File: config.mk
export PLATFORM = sky130hd
export DESIGN_NAME = trv_frontend
export DESIGN_NICKNAME = d
export VERILOG_FILES = /design/src/rtl/trv_frontend.sv
export SDC_FILE = /design/constraint.sdc
export NUM_CORES = 1
export LEC_CHECK = 0
export CAP_MARGIN = 20
export CORE_MARGIN = 2
export CORE_UTILIZATION = 40
export CTS_BUF_LIST = sky130_fd_sc_hd__clkbuf_8
export CTS_CLUSTER_DIAMETER = 100
export CTS_CLUSTER_SIZE = 28
export DETAILED_ROUTE_END_ITERATION = 8
export SETUP_SLACK_MARGIN = 0.05
export SLEW_MARGIN = 30
export SYNTH_ARGS = -nofsm -noshare
export SYNTH_HDL_FRONTEND = slang
export SYNTH_SLANG_ARGS = --single-unit
File: constraint.sdc
create_clock -name clk -period 2.99 [get_ports clk]
set_input_delay 0.4485 -clock clk [delete_from_list [all_inputs] [get_ports clk]]
set_output_delay 0.4485 -clock clk [all_outputs]
set_load 0.05 [all_outputs]
File: src/rtl/trv_frontend.sv
// ----------------------------------------------------------------------------
// trv_frontend
//
// Slot manager in front of a ray-traversal engine. Incoming init requests are
// given a free slot from a free-slot FIFO. The {cid,tid} tag is parked in a
// per-slot tag table, and the ray is forwarded to the engine as {ray, slot}.
// Engine completions {result, slot} are joined with the parked tag and
// returned as {result, cid, tid} through a single holding register. The slot
// is then recycled into the free FIFO.
//
// Optional feature macro: SLOT_ERR_CHECK_EN
//   defined   - a completion for a slot that is not busy is consumed and
//               dropped, and it raises the sticky slot_err flag.
//   undefined - slot_err is tied low and every completion is treated as legal.
//
// Field widths come from the RAY/CID/TID/RESULT width macros below. Each
// macro can be overridden before this file is compiled.
// ----------------------------------------------------------------------------
`default_nettype none

`ifndef RAY_WIDTH
`define RAY_WIDTH 16
`endif
`ifndef CID_WIDTH
`define CID_WIDTH 4
`endif
`ifndef TID_WIDTH
`define TID_WIDTH 4
`endif
`ifndef RESULT_WIDTH
`define RESULT_WIDTH 8
`endif
`ifndef INIT_REQ_WIDTH
`define INIT_REQ_WIDTH (`RAY_WIDTH + `CID_WIDTH + `TID_WIDTH)
`endif
`ifndef TRV_RESP_WIDTH
`define TRV_RESP_WIDTH (`RESULT_WIDTH + `CID_WIDTH + `TID_WIDTH)
`endif

module trv_frontend #(
    parameter int NUM_SLOTS  = 8,
    parameter int SLOT_WIDTH = 3
) (
    input  logic                                clk,
    input  logic                                arst_n,

    input  logic                                init_req_stream_empty_n,
    output logic                                init_req_stream_read,
    input  logic [`INIT_REQ_WIDTH-1:0]          init_req_stream_dout,

    input  logic                                job_stream_full_n,
    output logic                                job_stream_write,
    output logic [`RAY_WIDTH+SLOT_WIDTH-1:0]    job_stream_din,

    input  logic                                done_stream_empty_n,
    output logic                                done_stream_read,
    input  logic [`RESULT_WIDTH+SLOT_WIDTH-1:0] done_stream_dout,

    input  logic                                trv_resp_stream_full_n,
    output logic                                trv_resp_stream_write,
    output logic [`TRV_RESP_WIDTH-1:0]          trv_resp_stream_din,

    output logic [SLOT_WIDTH:0]                 in_flight,
    output logic                                slot_err
);

    localparam int                    TAG_WIDTH = `CID_WIDTH + `TID_WIDTH;
    localparam logic [SLOT_WIDTH:0]   FREE_FULL = (SLOT_WIDTH+1)'(NUM_SLOTS);
    localparam logic [SLOT_WIDTH-1:0] LAST_IDX  = SLOT_WIDTH'(NUM_SLOTS - 1);

    typedef enum logic {
        ST_INIT = 1'b0,
        ST_RUN  = 1'b1
    } state_e;

    // ------------------------------------------------------------------------
    // State
    // ------------------------------------------------------------------------
    state_e                    state_q, state_d;
    logic [SLOT_WIDTH-1:0]     init_cnt_q, init_cnt_d;

    logic [SLOT_WIDTH-1:0]     free_mem [NUM_SLOTS];
    logic [SLOT_WIDTH-1:0]     rd_ptr_q, rd_ptr_d;
    logic [SLOT_WIDTH-1:0]     wr_ptr_q, wr_ptr_d;
    logic [SLOT_WIDTH:0]       free_cnt_q, free_cnt_d;

    logic [TAG_WIDTH-1:0]      tag_mem [NUM_SLOTS];
    logic [NUM_SLOTS-1:0]      busy_q, busy_d;
    logic [SLOT_WIDTH:0]       in_flight_q, in_flight_d;

    logic                      out_valid_q, out_valid_d;
    logic [`TRV_RESP_WIDTH-1:0] out_data_q, out_data_d;

    // ------------------------------------------------------------------------
    // Field decode
    // ------------------------------------------------------------------------
    logic [`RAY_WIDTH-1:0]     req_ray;
    logic [TAG_WIDTH-1:0]      req_tag;
    logic [SLOT_WIDTH-1:0]     done_slot;
    logic [`RESULT_WIDTH-1:0]  done_result;
    logic [SLOT_WIDTH-1:0]     free_head;

    assign req_ray     = init_req_stream_dout[`INIT_REQ_WIDTH-1 -: `RAY_WIDTH];
    assign req_tag     = init_req_stream_dout[TAG_WIDTH-1:0];
    assign done_slot   = done_stream_dout[SLOT_WIDTH-1:0];
    assign done_result = done_stream_dout[`RESULT_WIDTH+SLOT_WIDTH-1 -: `RESULT_WIDTH];
    assign free_head   = free_mem[rd_ptr_q];

    // ------------------------------------------------------------------------
    // Handshakes (combinational by design; all gated to zero outside RUN)
    // ------------------------------------------------------------------------
    logic run;
    logic accept;        // init request taken and job issued this cycle
    logic resp_fire;     // holding register drained this cycle
    logic done_fire;     // completion consumed this cycle (legal or not)
    logic done_legal;    // completion refers to a slot we consider valid
    logic done_take;     // completion loads the holding register
    logic done_release;  // completion actually retires a busy slot
    logic init_push;
    logic free_push;
    logic [SLOT_WIDTH-1:0] push_slot;

    assign run       = (state_q == ST_RUN);
    assign accept    = run && (free_cnt_q != '0) && init_req_stream_empty_n && job_stream_full_n;
    assign resp_fire = out_valid_q && trv_resp_stream_full_n;
    // Drain-and-refill in one cycle keeps the response path bubble-free.
    assign done_fire = run && done_stream_empty_n && (!out_valid_q || resp_fire);

`ifdef SLOT_ERR_CHECK_EN
    assign done_legal = busy_q[done_slot];
`else
    assign done_legal = 1'b1;
`endif

    assign done_take    = done_fire && done_legal;
    assign done_release = done_take && busy_q[done_slot];

    // A stray completion must never overfill the free FIFO and corrupt its
    // contents, so a push is dropped once every slot is already free.
    assign init_push = (state_q == ST_INIT);
    assign free_push = init_push || (done_take && (free_cnt_q != FREE_FULL));
    assign push_slot = init_push ? init_cnt_q : done_slot;

    assign init_req_stream_read  = accept;
    assign job_stream_write      = accept;
    assign job_stream_din        = {req_ray, free_head};
    assign done_stream_read      = done_fire;
    assign trv_resp_stream_write = resp_fire;
    assign trv_resp_stream_din   = out_data_q;
    assign in_flight             = in_flight_q;

    // ------------------------------------------------------------------------
    // Next-state logic for the init sequencer, free FIFO, slot tracking and
    // the response holding register.
    // ------------------------------------------------------------------------
    always_comb begin
        // NOTE: every variable gets a default first so no path leaves a
        // value unassigned, which would otherwise infer a latch.
        state_d     = state_q;
        init_cnt_d  = init_cnt_q;
        rd_ptr_d    = rd_ptr_q;
        wr_ptr_d    = wr_ptr_q;
        free_cnt_d  = free_cnt_q;
        busy_d      = busy_q;
        in_flight_d = in_flight_q;
        out_valid_d = out_valid_q;
        out_data_d  = out_data_q;

        // INIT walks the slot indices into the free FIFO, one per cycle.
        if (state_q == ST_INIT) begin
            init_cnt_d = init_cnt_q + 1'b1;
            if (init_cnt_q == LAST_IDX) begin
                state_d = ST_RUN;
            end
        end

        // Free FIFO pointers and occupancy.
        if (free_push) begin
            wr_ptr_d = wr_ptr_q + 1'b1;
        end
        if (accept) begin
            rd_ptr_d = rd_ptr_q + 1'b1;
        end
        case ({free_push, accept})
            2'b10:   free_cnt_d = free_cnt_q + 1'b1;
            2'b01:   free_cnt_d = free_cnt_q - 1'b1;
            default: free_cnt_d = free_cnt_q;
        endcase

        // An accepted slot comes from the free FIFO, so it is never the busy
        // slot being retired in the same cycle. The two updates cannot collide.
        if (accept) begin
            busy_d[free_head] = 1'b1;
        end
        if (done_release) begin
            busy_d[done_slot] = 1'b0;
        end
        case ({accept, done_release})
            2'b10:   in_flight_d = in_flight_q + 1'b1;
            2'b01:   in_flight_d = in_flight_q - 1'b1;
            default: in_flight_d = in_flight_q;
        endcase

        // Holding register: a new completion wins over a plain drain.
        if (done_take) begin
            out_valid_d = 1'b1;
            out_data_d  = {done_result, tag_mem[done_slot]};
        end else if (resp_fire) begin
            out_valid_d = 1'b0;
        end
    end

    // Control registers with synchronous active-low reset.
    always_ff @(posedge clk) begin
        // NOTE: sequential state uses non-blocking assignments only, so every
        // register samples the pre-edge value of every other register.
        if (!arst_n) begin
            state_q     <= ST_INIT;
            init_cnt_q  <= '0;
            rd_ptr_q    <= '0;
            wr_ptr_q    <= '0;
            free_cnt_q  <= '0;
            busy_q      <= '0;
            in_flight_q <= '0;
            out_valid_q <= 1'b0;
            out_data_q  <= '0;
        end else begin
            state_q     <= state_d;
            init_cnt_q  <= init_cnt_d;
            rd_ptr_q    <= rd_ptr_d;
            wr_ptr_q    <= wr_ptr_d;
            free_cnt_q  <= free_cnt_d;
            busy_q      <= busy_d;
            in_flight_q <= in_flight_d;
            out_valid_q <= out_valid_d;
            out_data_q  <= out_data_d;
        end
    end

    // Free-slot storage and tag table writes.
    always_ff @(posedge clk) begin
        // NOTE: the storage arrays are deliberately not reset. Pointers,
        // occupancy and busy bits decide which entries are meaningful, and
        // INIT rewrites the whole free FIFO after every reset.
        if (arst_n && free_push) begin
            free_mem[wr_ptr_q] <= push_slot;
        end
        if (arst_n && accept) begin
            tag_mem[free_head] <= req_tag;
        end
    end

`ifdef SLOT_ERR_CHECK_EN
    logic slot_err_q, slot_err_d;

    assign slot_err_d = slot_err_q || (done_fire && !done_legal);
    assign slot_err   = slot_err_q;

    // Sticky illegal-completion flag, cleared only by reset.
    always_ff @(posedge clk) begin
        if (!arst_n) begin
            slot_err_q <= 1'b0;
        end else begin
            slot_err_q <= slot_err_d;
        end
    end
`else
    assign slot_err = 1'b0;
`endif

endmodule

`default_nettype wire

Word level (Yosys, flattened, before mapping)
Memory sizes are Yosys's and may differ from the RTL's. A register that Yosys moved wholly into a read port is not among the register bits.
Cells that the tools add are included.
{"block": "classes", "eq_ne": 6, "add_sub_neg": 7, "magnitude_cmp": 4, "reduce_logical": 20, "n_mux": 21, "n_bitwise": 4}
{"operator": "two-way mux 8 bit", "n": 2}
{"operator": "one-hot mux 4 bit (2 select lines)", "n": 2}
{"operator": "logical AND 1 bit", "n": 12}
{"operator": "two-way mux 1 bit", "n": 11}
{"operator": "adder 3 x 1 -> 3 bit (second input constant)", "n": 3}
{"operator": "two-way mux 3 bit", "n": 3}
{"operator": "adder 4 x 1 -> 4 bit (second input constant)", "n": 2}
{"operator": "bitwise AND 8 bit", "n": 1}
{"operator": "less-than comparator 3 x 4 -> 1 bit (second input constant)", "n": 2}
{"operator": "NOT 8 bit", "n": 1}
{"operator": "bitwise OR 8 bit", "n": 1}
{"operator": "subtractor 4 x 1 -> 4 bit (second input constant)", "n": 2}
{"operator": "demux 1 bit (select 3 bit)", "n": 2}
{"operator": ">= comparator 3 x 1 -> 1 bit (second input constant)", "n": 2}
{"operator": "nonzero test 2 bit", "n": 3}
{"operator": "== test 2 x 1 -> 1 bit (second input constant)", "n": 2}
{"operator": "== test 2 bit (second input constant)", "n": 2}
{"operator": "inequality test 4 bit (second input constant)", "n": 1}
{"operator": "nonzero test 4 bit", "n": 1}
{"operator": "binary-select mux 1 bit (select 3 bit)", "n": 1}
{"operator": "== test 3 bit (second input constant)", "n": 1}
{"operator": "zero test 1 bit", "n": 2}
{"operator": "logical OR 1 bit", "n": 2}
{"operator": "NOT 1 bit", "n": 1}
{"block": "word_totals", "word_cells": 73, "memories": 2, "register_bits": 43, "ramBits": 88, "output_inout_bits": 44, "inputBits": 41}
{"memory": "tag_mem", "words": 8, "word_bits": 8, "rd": 1, "rd_clocked_by_memory_dff": 1, "write_ports": 1, "line": "87", "source": "logic [TAG_WIDTH-1:0] tag_mem [NUM_SLOTS];"}
{"memory": "free_mem", "words": 8, "word_bits": 3, "rd": 1, "rd_clocked_by_memory_dff": 1, "write_ports": 1, "line": "82", "source": "logic [SLOT_WIDTH-1:0] free_mem [NUM_SLOTS];"}

Logic depth before layout (Yosys ltp)
Gate-level depths: netlist (run 1).
{"block": "depth", "depth_word": 8, "ltp_mapped": 13, "mapped_depth_nobuf": 12}

Worst setup path before layout (run 1)
No wires, ideal clock.
{"block": "synth_path", "kind": "input port to flip-flop", "startpoint": "input job_stream_full_n", "endpoint": "register in_flight_q[2], in the netlist in_flight[2]", "setup_time_ps": 76, "n_path_buf": 1, "t_arrival_ps": 2741, "required_time_ps": 2914, "cell_stages": 11, "path_slack_ps": 174, "cell_sequence": "and3_1 > clkbuf_1 > o21a_1 > inv_2 > ha_1 > xor2_1 > ha_1 > a21oi_1 > xor2_1 > or3_1 > a21boi_0"}
{"block": "synth_between", "elab_chain_cells": 3, "word_cells_on_any_way": 5, "cone_classes": "2 x eq/ne; 1 x mux; 2 x reduce/logical"}
{"item": "from (decl)", "line": "51", "source": "input logic job_stream_full_n,"}
{"item": "logical AND 1 bit *", "line": "124", "source": "assign accept = run && (free_cnt_q != '0) && init_req_stream_empty_n && job_stream_full_n;"}
{"item": "via init_req_stream_read", "line": "48", "source": "output logic init_req_stream_read,"}
{"item": "== test 2 x 1 -> 1 bit or == test 2 bit (tied branches)", "line": "198", "source": "case ({accept, done_release})"}
{"item": "one-hot mux 4 bit (2 select lines) or nonzero test 2 bit (tied branches)"}
{"item": "to (signal assigned)", "line": "234", "source": "in_flight_q <= in_flight_d;"}
{"item": "to (decl)", "line": "89", "source": "logic [SLOT_WIDTH:0] in_flight_q, in_flight_d;"}
The timed path passes the listed nets; every way through them passes the cells marked *.
A chain may end at the register's enable or synchronous reset.

==> results, run 1 <==
- In this run the power spent charging and discharging nets is ~0.00086 W.
- The proportion of layout cells with a drive suffix above 1 is between 10% and 20%.
- The H-tree was split into 4 levels.
- The part of the power in combinational logic is under 10%.
- The category of the critical setup timing path is reg2out.
- Among all cell types in the netlist, the one instantiated most often is sky130_fd_sc_hd__edfxtp_1.
- The detailed router finished its first iteration with 210 violations.
- The via count of the first global-routing pass was between 3000 and 4000.
- For the worst-skew pair, the clock arrives at the later sink with an insertion delay of between 0.4 and 0.5 ns.
- Summed over all nets, wire length on met2 after detailed routing comes to approximately 5.6 mm.
- Of the synthesized area, sequential elements account for around three fifths.
- After the last flow step, the layout net total stands at about 560.
- The share of synthesized area in the top cell type comes to a little under half.
- The number of nets produced by synthesis is 495.
- The final count of hold timing violations is 0.
- The die is roughly 120 microns wide.
- The gate count after technology mapping is 445.
- Per report_power, the sequential group accounts for ~54% of the total.
- For this design the ratio of total power to cell area is 537.2 nW/um^2.
- Across all setup checks in the final design, the least slack found is between 0.2 and 0.25 ns.
- The number of vias per cell is 5.251.
- The worst pin sits at a relative slew slack of about 65%.
- The post-CTS clock slew at the launch and capture registers of the worst setup and hold paths is approximately 0.07 ns.
- The number of gates resized after CTS was 1.
- The area of the mapped netlist is a little under 6000 sq um.
- After detailed routing, the wire length on met1 is 5.710 mm.
- The share of flip-flops with an asynchronous set or reset after synthesis is 0%.
- In this run switching power makes up between 20% and 30% of total power.
- Yosys mapped a number of flops with a built-in enable equal to between 80 and 90.
- The effective utilization at floorplan is a little over 40%.
- The pre-CTS setup slack is -0.06255 ns.
- The worst-case clock buffer depth is 2.
- The routed layout has 3697 vias.
- The routability congestion estimate is about 0.8.
- The routed design has ~12 mm of wire.
- Along the worst path, the maximum fanout reaches 8.
- The first TritonRoute pass finished after 4 iterations.
- The placed wire-length estimate is about 8.3 mm.
- Entering global routing, the biggest net connects 43 pins.
- The warning count from the yosys run is 0.
- Summed over all cells, the static leakage comes to around 2.5 nW.
- After layout, the minimum clock period comes to between 2 and 3 ns.
- The routed wirelength normalized by instance count is 17.21 microns.
- The biggest area consumer among synthesized cells is sky130_fd_sc_hd__edfxtp_1.
- The die height is around 120 microns.
- In the final timing run, aggregate negative setup slack is 0 ns.
- The area of the core is between 10000 and 15000 sq um.
- The total of buffers placed on input and output ports is ~50.
- The cell at the root of the clock tree is sky130_fd_sc_hd__clkbuf_8.
- The maximum clock frequency is between 300 and 400 MHz.
- STA puts the critical path data required time at 2.54 ns.
- The final period utilization is between 90 and 100%.
- The global-route wire length before repair is 19.76 mm.
- The cell internal power dissipation is approximately 0.0029 W.
- The number of DRC violations after detailed routing is 0.
- The kind of start point of the critical path is a register.
- For the pin with the worst max-slew slack, the measured transition is about 0.52 ns.
- The number of sinks handled by clock tree synthesis is between 100 and 150.
- Buffers inserted to repair hold after CTS numbered 0.
- Setup violations remaining at the end of the flow were counted as 0.
- The run finished with clean final reports.
- The worst setup path is captured at a primary output.
- The clock power share is between 40% and 50%.
- In the global route stage, overall resource usage came out at 16.38%.
- The mean instance size in the synthesized netlist is 13.15 sq um.
- The total of fill cells in the finished design is about 1300.
- The commonest cells after synthesis are sky130_fd_sc_hd__edfxtp_1, sky130_fd_sc_hd__dfxtp_1, sky130_fd_sc_hd__nand2_1, sky130_fd_sc_hd__mux2i_1.
- The count of pins over their slew limit is 0.
- The most instantiated flip-flop cell in the synthesis netlist is sky130_fd_sc_hd__edfxtp_1.
- The synthesized flop and latch total is roughly 130.
- The arrival time at the worst endpoint is roughly 2.3 ns.
- The initial antenna violation count is 0.
- The area overhead of the layout relative to synthesis is 19.97%.
- The met3 wire length is 581 microns.
- The number of max-cap violations is 0.
- Across all register-to-register paths, the minimum setup slack is ~0.40 ns.
- The count of buffers added by post-CTS timing repair for setup is 0.
- The number of buffers added by the clock tree synthesis step is 17.
- The number of placed I/O pins is 85.
- Global routing finished with a remaining overflow of 0.
- IR analysis of the VDD net gives a maximum drop of between 0.2 and 0.3 mV.
- The final antenna diode count is 0.
- Row generation in the floorplan step produced 44 rows.
- The worst hold path belongs to the class reg2reg.
- Yosys attributes the largest share of cell area to sky130_fd_sc_hd__edfxtp_1, sky130_fd_sc_hd__dfxtp_1, sky130_fd_sc_hd__mux4_2.
- The die covers ~16000 sq um.
- The detail route stage leaves a number of antenna-violating nets equal to 0.
- The count of cell types in the netlist is 59.
- The uppermost metal layer occupied by signal nets is met4.
- TritonCTS built the clock tree.
- For the final database, setup skew stands at between 0.009 and 0.01 ns.
- Setup repair after global routing left no endpoint under its margin.
-- cells in the final DEF (no fill, tap or decap), drive strengths merged, types with 3 or more instances in the layout --
| cell | n |
|---|---|
| dfxtp | 46 |
| nand2b | 8 |
| clkdlybuf4s50 | 45 |
| mux2 | 7 |
| nor3 | 11 |
| or3 | 3 |
| nand3 | 12 |
| xnor2 | 8 |
| edfxtp | 88 |
| a31oi | 5 |
| and2 | 10 |
| mux2i | 24 |
| nor2 | 18 |
| xor2 | 3 |
| inv | 9 |
| clkinv | 4 |
| clkbuf | 20 |
| o211a | 7 |
| a21oi | 10 |
| ha | 9 |
| buf | 39 |
| a21boi | 11 |
| o21ai | 13 |
| mux4 | 14 |
| nor2b | 11 |
| nand3b | 4 |
| nand2 | 37 |
| o21a | 4 |
| clkinvlp | 4 |
-- metrics by stage --
step / hold WS (ns) / utilization [%] / instances / total power [W] / area (sq um)
2_1_floorplan: 0.4361 / - / 445 / 0.002262 / 5852
5_1_grt: 0.5022 / 48.67 / 704 / 0.003919 / 7020
4_1_cts: 0.4663 / 48.67 / 704 / 0.003814 / 7020
3_5_place_dp: 0.4558 / 45.89 / 672 / 0.002304 / 6619
6_report: 0.4603 / 48.67 / 704 / 0.003771 / 7020
3_3_place_gp: 0.4504 / 45.89 / 672 / 0.002298 / 6619
-- final cells by class --
class | instances | area (sq um) | share of cell area (%)
tap | 184 | 230.2 | 3.279
multi-input combinational | 262 | 2017 | 28.73
clock buffer | 20 | 275.3 | 3.921
clock inverter | 12 | 127.6 | 1.818
timing repair buffer | 85 | 777.0 | 11.07
inverter | 7 | 30.03 | 0.4277
sequential | 134 | 3563 | 50.76
-- worst paths after layout --
kind                                                       endpoint                                 from  depth (start not counted)
worst max-delay path                              job_stream_din[1]                             register                          4
worst min-delay path            trv_resp_stream_din[9]$_SDFFE_PN0P_  trv_resp_stream_din[9]$_SDFFE_PN0P_                          2
worst max register to register              tag_mem[4][0]$_DFFE_PP_                             register                          6
worst min register to register  trv_resp_stream_din[9]$_SDFFE_PN0P_  trv_resp_stream_din[9]$_SDFFE_PN0P_                          2
-- flip-flops by register name (all words and copies together), names as in the netlist, named ones only --
name                 cells
run                      1
init_cnt_q               3
out_valid_q              1
wr_ptr_q                 3
busy_q                   8
in_flight                4
trv_resp_stream_din     16
free_mem                24
free_cnt_q               4
rd_ptr_q                 3
tag_mem                 64
-- worst max-delay path, cell delays in order (launching register included) --
cell,delay (ns)
sky130_fd_sc_hd__dfxtp_1,0.53
sky130_fd_sc_hd__mux4_2,0.60
sky130_fd_sc_hd__mux2i_4,0.20
sky130_fd_sc_hd__inv_4,0.10
sky130_fd_sc_hd__dlygate4sd2_1,0.44
-- layer usage --
layer	up-vias	track usage, %
met3	25	4.450
met2	102	25.33
met5	-	0
met4	0	7.190
li1	1757	-
met1	1813	21.84
-- power groups by stage --
stage / Sequential [W] / Combinational [W] / Clock, W
2_1_floorplan: 0.00205 / 0.000211 / 0
3_5_place_dp: 0.00206 / 0.000247 / 0
5_1_grt: 0.00202 / 0.000266 / 0.00163
4_1_cts: 0.00202 / 0.000247 / 0.00155
6_report: 0.00202 / 0.000245 / 0.00151
3_3_place_gp: 0.00206 / 0.000242 / 0
-- logic make-up after synthesis --
kind of cell    synth area share [%]
mux                            11.05
xor+xnor                       1.646
fa+ha+maj                      1.924
flops                          60.89
other cells                  0.06408
buf+inv                        4.639
simple gates                   11.08
compound gates                 8.702
(Power assumes the default switching activity.)
==> run 2, diff against run 1 <==
--- a/config.mk
+++ b/config.mk
@@ -7,11 +7,12 @@
 export LEC_CHECK = 0
 export CAP_MARGIN = 20
 export CORE_MARGIN = 2
-export CORE_UTILIZATION = 40
+export CORE_UTILIZATION = 45
 export CTS_BUF_LIST = sky130_fd_sc_hd__clkbuf_8
 export CTS_CLUSTER_DIAMETER = 100
 export CTS_CLUSTER_SIZE = 28
 export DETAILED_ROUTE_END_ITERATION = 8
+export PLACE_DENSITY = 0.68
 export SETUP_SLACK_MARGIN = 0.05
 export SLEW_MARGIN = 30
 export SYNTH_ARGS = -nofsm -noshare
==> run 2 against run 1 <==
- register-to-register slack improved by 0.07 ns
- setup slack got worse by 0.027 ns
- via count fell by 0.30%
- fmax down 0.98%
- count of clock-buffer cells in the layout decreased by 3
- wire length decreased by 1.7%
- non-clock buffer count down 3
- clock power grew 3%
- total power rose by 0.89%
- sequential cell count stayed put
- cell count shrank 2.1%
- critical path depth up 1
- largest power group unchanged
- highest routed layer unchanged
==> results, run 2 (synthesized netlist as in run 1, its figures left out) <==
- The number of max-cap violations is 0.
- The number of vias per cell is roughly 5.3.
- The clock reaches the later pin of the worst-skew pair after 0.44 ns.
- Summed over all cells, the static leakage comes to 2.512 nW.
- The routed wirelength normalized by instance count is 17.28 microns.
- The cell type of the slowest stage on the worst timing path is sky130_fd_sc_hd__mux4_2.
- For this design the ratio of total power to cell area is between 500 and 600 nW/um^2.
- The final antenna diode count is 0.
- The initial antenna violation count is 0.
- In this run the core area contains 41 standard-cell rows.
- The category of the critical setup timing path is reg2out.
- After clock tree synthesis, the clock-pin slew on the worst setup and hold paths is about 0.080 ns.
- The highest cell delay on the worst timing path is 0.52 ns.
- In this run the worst path has a maximum fanout of 8.
- At the pin with the least slew margin, the transition time is 0.5143 ns.
- The maximum clock frequency is 358.4 MHz.
- The cell at the root of the clock tree is sky130_fd_sc_hd__clkbuf_8.
- The overall fraction of global-route tracks in use is between 10% and 20%.
- The number of DRC violations after detailed-routing iteration 0 is 267.
- The required time of the worst setup path is 2.54 ns.
- The count of endpoints failing setup in the final report is 0.
- IR analysis of the VDD net gives a maximum drop of 0.3205 mV.
- The clock arrives with ~0.010 ns of skew.
- The post-placement cell count is between 600 and 700.
- In the final layout, the share of cells above drive strength 1 is 18.18%.
- The worst-case register-to-register setup slack is about 0.47 ns.
- Among the stages of the critical path, the cell type that occurs most often is sky130_fd_sc_hd__buf_4.
- The tree built by TritonCTS fans out to approximately 130 sinks.
- The final count of hold timing violations is 0.
- The total of buffers placed on input and output ports is 51.
- Setup repair after global routing left no endpoint under its margin.
- STA puts the critical path data arrival time at around 2.3 ns.
- The die is 118.0 microns tall.
- The area of the core is ~13000 sq um.
- In the layout the commonest cells are sky130_fd_sc_hd__edfxtp_1, sky130_fd_sc_hd__dfxtp_1, sky130_fd_sc_hd__clkdlybuf4s50_1.
- The flip-flop count of the largest register after layout is 64.
- The worst setup path is captured at a primary output.
- Leaving out fill and tap cells, the most frequent cell in the layout is sky130_fd_sc_hd__edfxtp_1.
- The number of cells on the worst hold path is 2.
- The final hold slack is about 0.46 ns.
- The post-detailed-routing wire length is ~12 mm.
- The effective utilization at floorplan is a little under half.
- The worst-case headroom to the max-slew limit is 65.45%.
- The die covers ~14000 sq um.
- Detailed placement ended at an HPWL of between 8 and 9 mm.
- The reg-to-reg endpoint is free_cnt_q[3]$_SDFFE_PN0P_.
- After clock tree synthesis, the setup repair step added 0 buffers.
- The number of cells on the worst reg-to-reg path is 8.
- For this run, the number of standard cells in the final layout without fillers is 689.
- The TritonCTS clock tree is done.
- The longest clock path from root to sink contains 2 buffers.
- The via count of the first global-routing pass came to 3717.
- The routed design could run at a clock period as short as between 2 and 3 ns.
- The number of nets with antenna violations after detailed routing is 0.
- For this run the aggregate overflow at the end of global routing stands at 0.
- The count of pins over their slew limit is 0.
- TritonCTS created 17 clock buffers.
- Fill cells in the final layout number ~1100.
- In this run the horizontal extent of the chip is 118.0 microns.
- In the final design database the tool counted between 500 and 600 nets.
- The number of placed I/O pins is 85.
- The path category of the worst min-delay check is reg2reg.
- The maximum number of pins on one net before global-route repair is 46.
- Traced cell by cell, the critical path runs through buf_4 > mux4_2 > mux2i_4 > inv_4 > buf_4.
- The worst setup path is launched from a register.
- The launch point of the worst reg-to-reg path is free_cnt_q[1]$_SDFFE_PN0P_.
- Ranked by flip-flop count, first place goes to tag_mem.
- The worst setup path endpoint is job_stream_din[1].
- The H-tree was split into 4 levels.
- The area overhead of the layout relative to synthesis is 19.07%.
- The routability congestion estimate is 0.8343.
- Before antenna repair, the detailed router went through 5 iterations.
- The first global-routing pass estimated about 19 mm of wire.
- The final period utilization is around 93%.
- The flow ran to the end, and the final reports show no timing, DRC or antenna violations.
- The number of DRC violations after detailed routing is 0.
- The total vias in the final route is around 3700.
[run 2: per-stage QoR]
step	setup slack [ns]	total power [W]	area, sq um	utilization, %	setup TNS, ns
after floorplan	0.1739	0.002262	5852	-	0
after global placement	-0.01184	0.002293	6556	51.74	-0.01184
after detailed placement	-0.09159	0.002301	6556	51.74	-0.09364
after CTS	0.1437	0.003844	6968	54.99	0
after global routing	0.05184	0.003943	6968	54.99	0
final	0.1999	0.003805	6968	54.99	0
[run 2: worst min path at each step]
stage | to | start | slack (ns)
final | trv_resp_stream_din[15]$_SDFFE_PN0P_ | trv_resp_stream_din[15]$_SDFFE_PN0P_ | 0.46
after detailed placement | trv_resp_stream_din[15]$_SDFFE_PN0P_ | trv_resp_stream_din[15]$_SDFFE_PN0P_ | 0.46
after global placement | trv_resp_stream_din[15]$_SDFFE_PN0P_ | trv_resp_stream_din[15]$_SDFFE_PN0P_ | 0.45
after global routing | trv_resp_stream_din[11]$_SDFFE_PN0P_ | trv_resp_stream_din[11]$_SDFFE_PN0P_ | 0.49
after floorplan | busy_q[0]$_SDFF_PN0_ | busy_q[0]$_SDFF_PN0_ | 0.44
after CTS | trv_resp_stream_din[15]$_SDFFE_PN0P_ | trv_resp_stream_din[15]$_SDFFE_PN0P_ | 0.47
[run 2: critical path, delay by kind of cell, from the launching register on]
kind	cells	cell delay, ns
flip-flops	1	0.49
multiplexers	2	0.87
buffers and inverters	3	0.53
[run 2: cell type report]
| class | instances | area (sq um) | share of cell area (%) |
|---|---|---|---|
| clock buffers | 17 | 234.0 | 3.358 |
| clock inverters | 15 | 178.9 | 2.568 |
| inverters | 7 | 30.03 | 0.4310 |
| multi-input cells | 262 | 2017 | 28.95 |
| flip-flops and latches | 134 | 3563 | 51.14 |
| well taps | 172 | 215.2 | 3.089 |
| repair buffers | 82 | 729.5 | 10.47 |
[run 2: metal layers]
metal | global-route usage (%) | part of all wire (%)
met5 | 0 | 0
met4 | 7.530 | 1.4
met3 | 5.717 | 5.4
met2 | 28.92 | 48
met1 | 22.96 | 46
[run 2: repair_timing]
action / 4_1_cts / 5_1_grt
setup endpoints to repair: 1 / 0
hold buffers: 0 / 0
gates resized for setup: 1 / 0
[run 2: report_power, final]
part,internal (W),total [W],leakage (nW),switching [W]
combinational,0.000106,0.000242,1.13,0.000136
clock,0.000830,0.00155,0.211,0.000718
sequential,0.00200,0.00202,1.17,0.0000192
total,0.00293,0.00380,2.51,0.000873
==> run 3, diff against run 2 <==
==> constraint.sdc (replaced) <==
create_clock -name clk -period 3 [get_ports clk]
set_input_delay 0.45 -clock clk [delete_from_list [all_inputs] [get_ports clk]]
set_output_delay 0.45 -clock clk [all_outputs]
set_load 0.02 [all_outputs]
==> run 3 against run 2 <==
- sequential power barely moved
- combinational power shrank 5%
- hold slack better by 0.0030 ns
- critical path depth decreased by 2
- via count increased by 2.1%
- design area grew 0.48%
- total power rose by 1.8%
- clock skew decreased by 0.0011 ns
- setup slack worse by 0.0038 ns
- die area did not move
- largest power group unchanged
- highest routed layer unchanged
==> results, run 3 (synthesized netlist as in run 1, its figures left out) <==
- After floorplanning, the core was divided into 41 placement rows.
- Dividing the final minimum period by the clock period gives 93.47%.
- The slew at the pin closest to its max-slew limit is slightly below 0.6 ns.
- The clock latency of the later-clocked register in the worst-skew pair is ~0.45 ns.
- The die is approximately 120 microns wide.
- The area overhead of the layout relative to synthesis is 19.65%.
- The final antenna diode count is 0.
- In this run the static leakage power is between 2 and 3 nW.
- For this run the aggregate overflow at the end of global routing stands at 0.
- Once placement finished, the instance area stood at around 6600 sq um.
- The routability congestion estimate is between 0.8 and 0.9.
- Hold is met by between 0.4 and 0.5 ns.
- The number of max-cap violations is 0.
- The category of the critical setup timing path is reg2out.
- The largest voltage drop on the vdd net is 0.3736 mV.
- Entering global routing, the biggest net connects 52 pins.
- The initial antenna violation count is 0.
- The cell internal power dissipation is roughly 0.0030 W.
- The kind of start point of the critical path is a register.
- The required time of the worst setup path is approximately 2.6 ns.
- The first routing iteration left approximately 340 violations.
- The most common cell after layout, fill and taps aside is sky130_fd_sc_hd__edfxtp_1.
- Once the floorplan was initialized, standard cells occupied approximately 46% of the core.
- The number of buffers added by the clock tree synthesis step is 17.
- Based on the critical path, the design can be clocked at up to roughly 360 MHz.
- The path category of the worst min-delay check is reg2reg.
- In the global route stage, overall resource usage came out at between 10% and 20%.
- The count of nets left with antenna violations once routing finished came out at 0.
- The part of the power in combinational logic is between 5 and 6%.
- The switching share of power is ~22%.
- The flip-flop count of the largest register after layout is 64.
- Port buffering added ~50 buffers.
- Setup repair after global routing left no endpoint under its margin.
- Clock-pin slew was measured on the worst setup and hold paths at around 0.070 ns.
- Ranked by flip-flop count, first place goes to tag_mem.
- The placed wire-length estimate is slightly above 8 mm.
- The flow ran to the end, and the final reports show no timing, DRC or antenna violations.
- For the worst setup path, the data arrival time is about 2.4 ns.
- The count of endpoints failing setup in the final report is 0.
- The clock tree synthesis step divided the H-tree into 4 levels.
- The number of vias per cell is approximately 5.5.
- The number of placed I/O pins is 85.
- In this run the tightest slew margin relative to its limit is around three fifths.
- The region available for standard cell placement spans approximately 13000 sq um.
- The final sum of negative setup slack is 0 ns.
- The final layout contains between 500 and 600 nets.
- The count of pins over their slew limit is 0.
- The first global-routing pass estimated around 20 mm of wire.
- TritonCTS built the clock tree.
- The post-route minimum period is about 2.8 ns.
- The die covers 13930 sq um.
- The clock power share is roughly 42%.
- The routed wirelength normalized by instance count is about 18 microns.
- The worst-case clock buffer depth is 2.
- The number of DRC violations after detailed routing is 0.
- The highest net fanout along the worst path is 6.
- The finished cells cover between 7000 and 8000 sq um.
- The library cells used most frequently in the layout, excluding fill and tap cells, are sky130_fd_sc_hd__edfxtp_1, sky130_fd_sc_hd__clkdlybuf4s50_1, sky130_fd_sc_hd__dfxtp_1.
- The analysis attributes to net switching a power of between 0.0008 and 0.0009 W.
- The proportion of layout cells with a drive suffix above 1 is 17.25%.
- The number of detailed-route iterations in the first pass is 4.
- The final count of hold timing violations is 0.
- The type of element capturing the critical path is a primary output.
- Once layout is complete, the utilization of the core stands at a little under three fifths.
- The total vias in the final route is roughly 3800.
- Clock tree synthesis found a total of 134 sinks.
- The cell at the root of the clock tree is sky130_fd_sc_hd__clkbuf_8.
- Sequential cells burn roughly 52% of the power.
- Across the routed clock network, the largest skew measured is a little over 0.009 ns.
- The via count of the first global-routing pass is ~3800.
- The areal power density over the cells is approximately 550 nW/um^2.
- The die height is 118.0 microns.
- Summed over all layers, the routed wires come to around 12 mm.
- The count of buffers added by post-CTS timing repair for setup is 0.
## run 3: path summary, 6_finish.rpt
check,startpoint,end,slack (ns),depth (start not counted)
min,trv_resp_stream_din[15]$_SDFFE_PN0P_,trv_resp_stream_din[15]$_SDFFE_PN0P_,0.47,2
min reg2reg,trv_resp_stream_din[15]$_SDFFE_PN0P_,trv_resp_stream_din[15]$_SDFFE_PN0P_,0.47,2
max,register,job_stream_din[0],0.20,3
max reg2reg,free_cnt_q[1]$_SDFFE_PN0P_,free_cnt_q[3]$_SDFFE_PN0P_,0.40,9
## run 3: per-stage QoR
step | setup WS [ns] | instances | total power [W]
6_report | 0.1960 | 688 | 0.003875
3_5_place_dp | -0.06907 | 656 | 0.002281
5_1_grt | 0.1158 | 688 | 0.004002
2_1_floorplan | 0.3723 | 445 | 0.002216
4_1_cts | 0.1478 | 688 | 0.003910
3_3_place_gp | -0.004462 | 656 | 0.002272
## run 3: final cells by class
class                      instances  area [sq um]
fill                            1058          5669
sequential                       134          3565
multi-input combinational        262          2017
timing repair buffer              81         735.7
clock buffer                      17         234.0
tap                              172         215.2
clock inverter                    15         205.2
inverter                           7         30.03
## run 3: power groups by stage
stage                     Combinational, W  Sequential, W  Clock, W
after global routing              0.000253        0.00201   0.00174
after detailed placement          0.000230        0.00205         0
after global placement            0.000223        0.00205         0
after floorplan                   0.000174        0.00204         0
final                             0.000230        0.00201   0.00164
after CTS                         0.000232        0.00201   0.00167
## run 3: routing by layer
metal,global-route usage [%],share of wire [%],up-vias
met5,0,0,-
met2,29.61,48,112
met1,22.94,44,1872
met3,5.620,5.5,26
met4,8.810,1.9,0
li1,-,-,1753
## run 3: critical path, cell delays in order, from the launching register on
cell and delay, ns:
sky130_fd_sc_hd__dfxtp_2 0.44, sky130_fd_sc_hd__mux4_2 0.54, sky130_fd_sc_hd__mux2_2 0.37, sky130_fd_sc_hd__clkdlybuf4s50_1 0.57
## run 3: timing repair
action                                  in CTS  in global routing
gates resized for setup                      1                  0
hold buffers                                 0                  0
endpoints found under the setup margin       1                  0
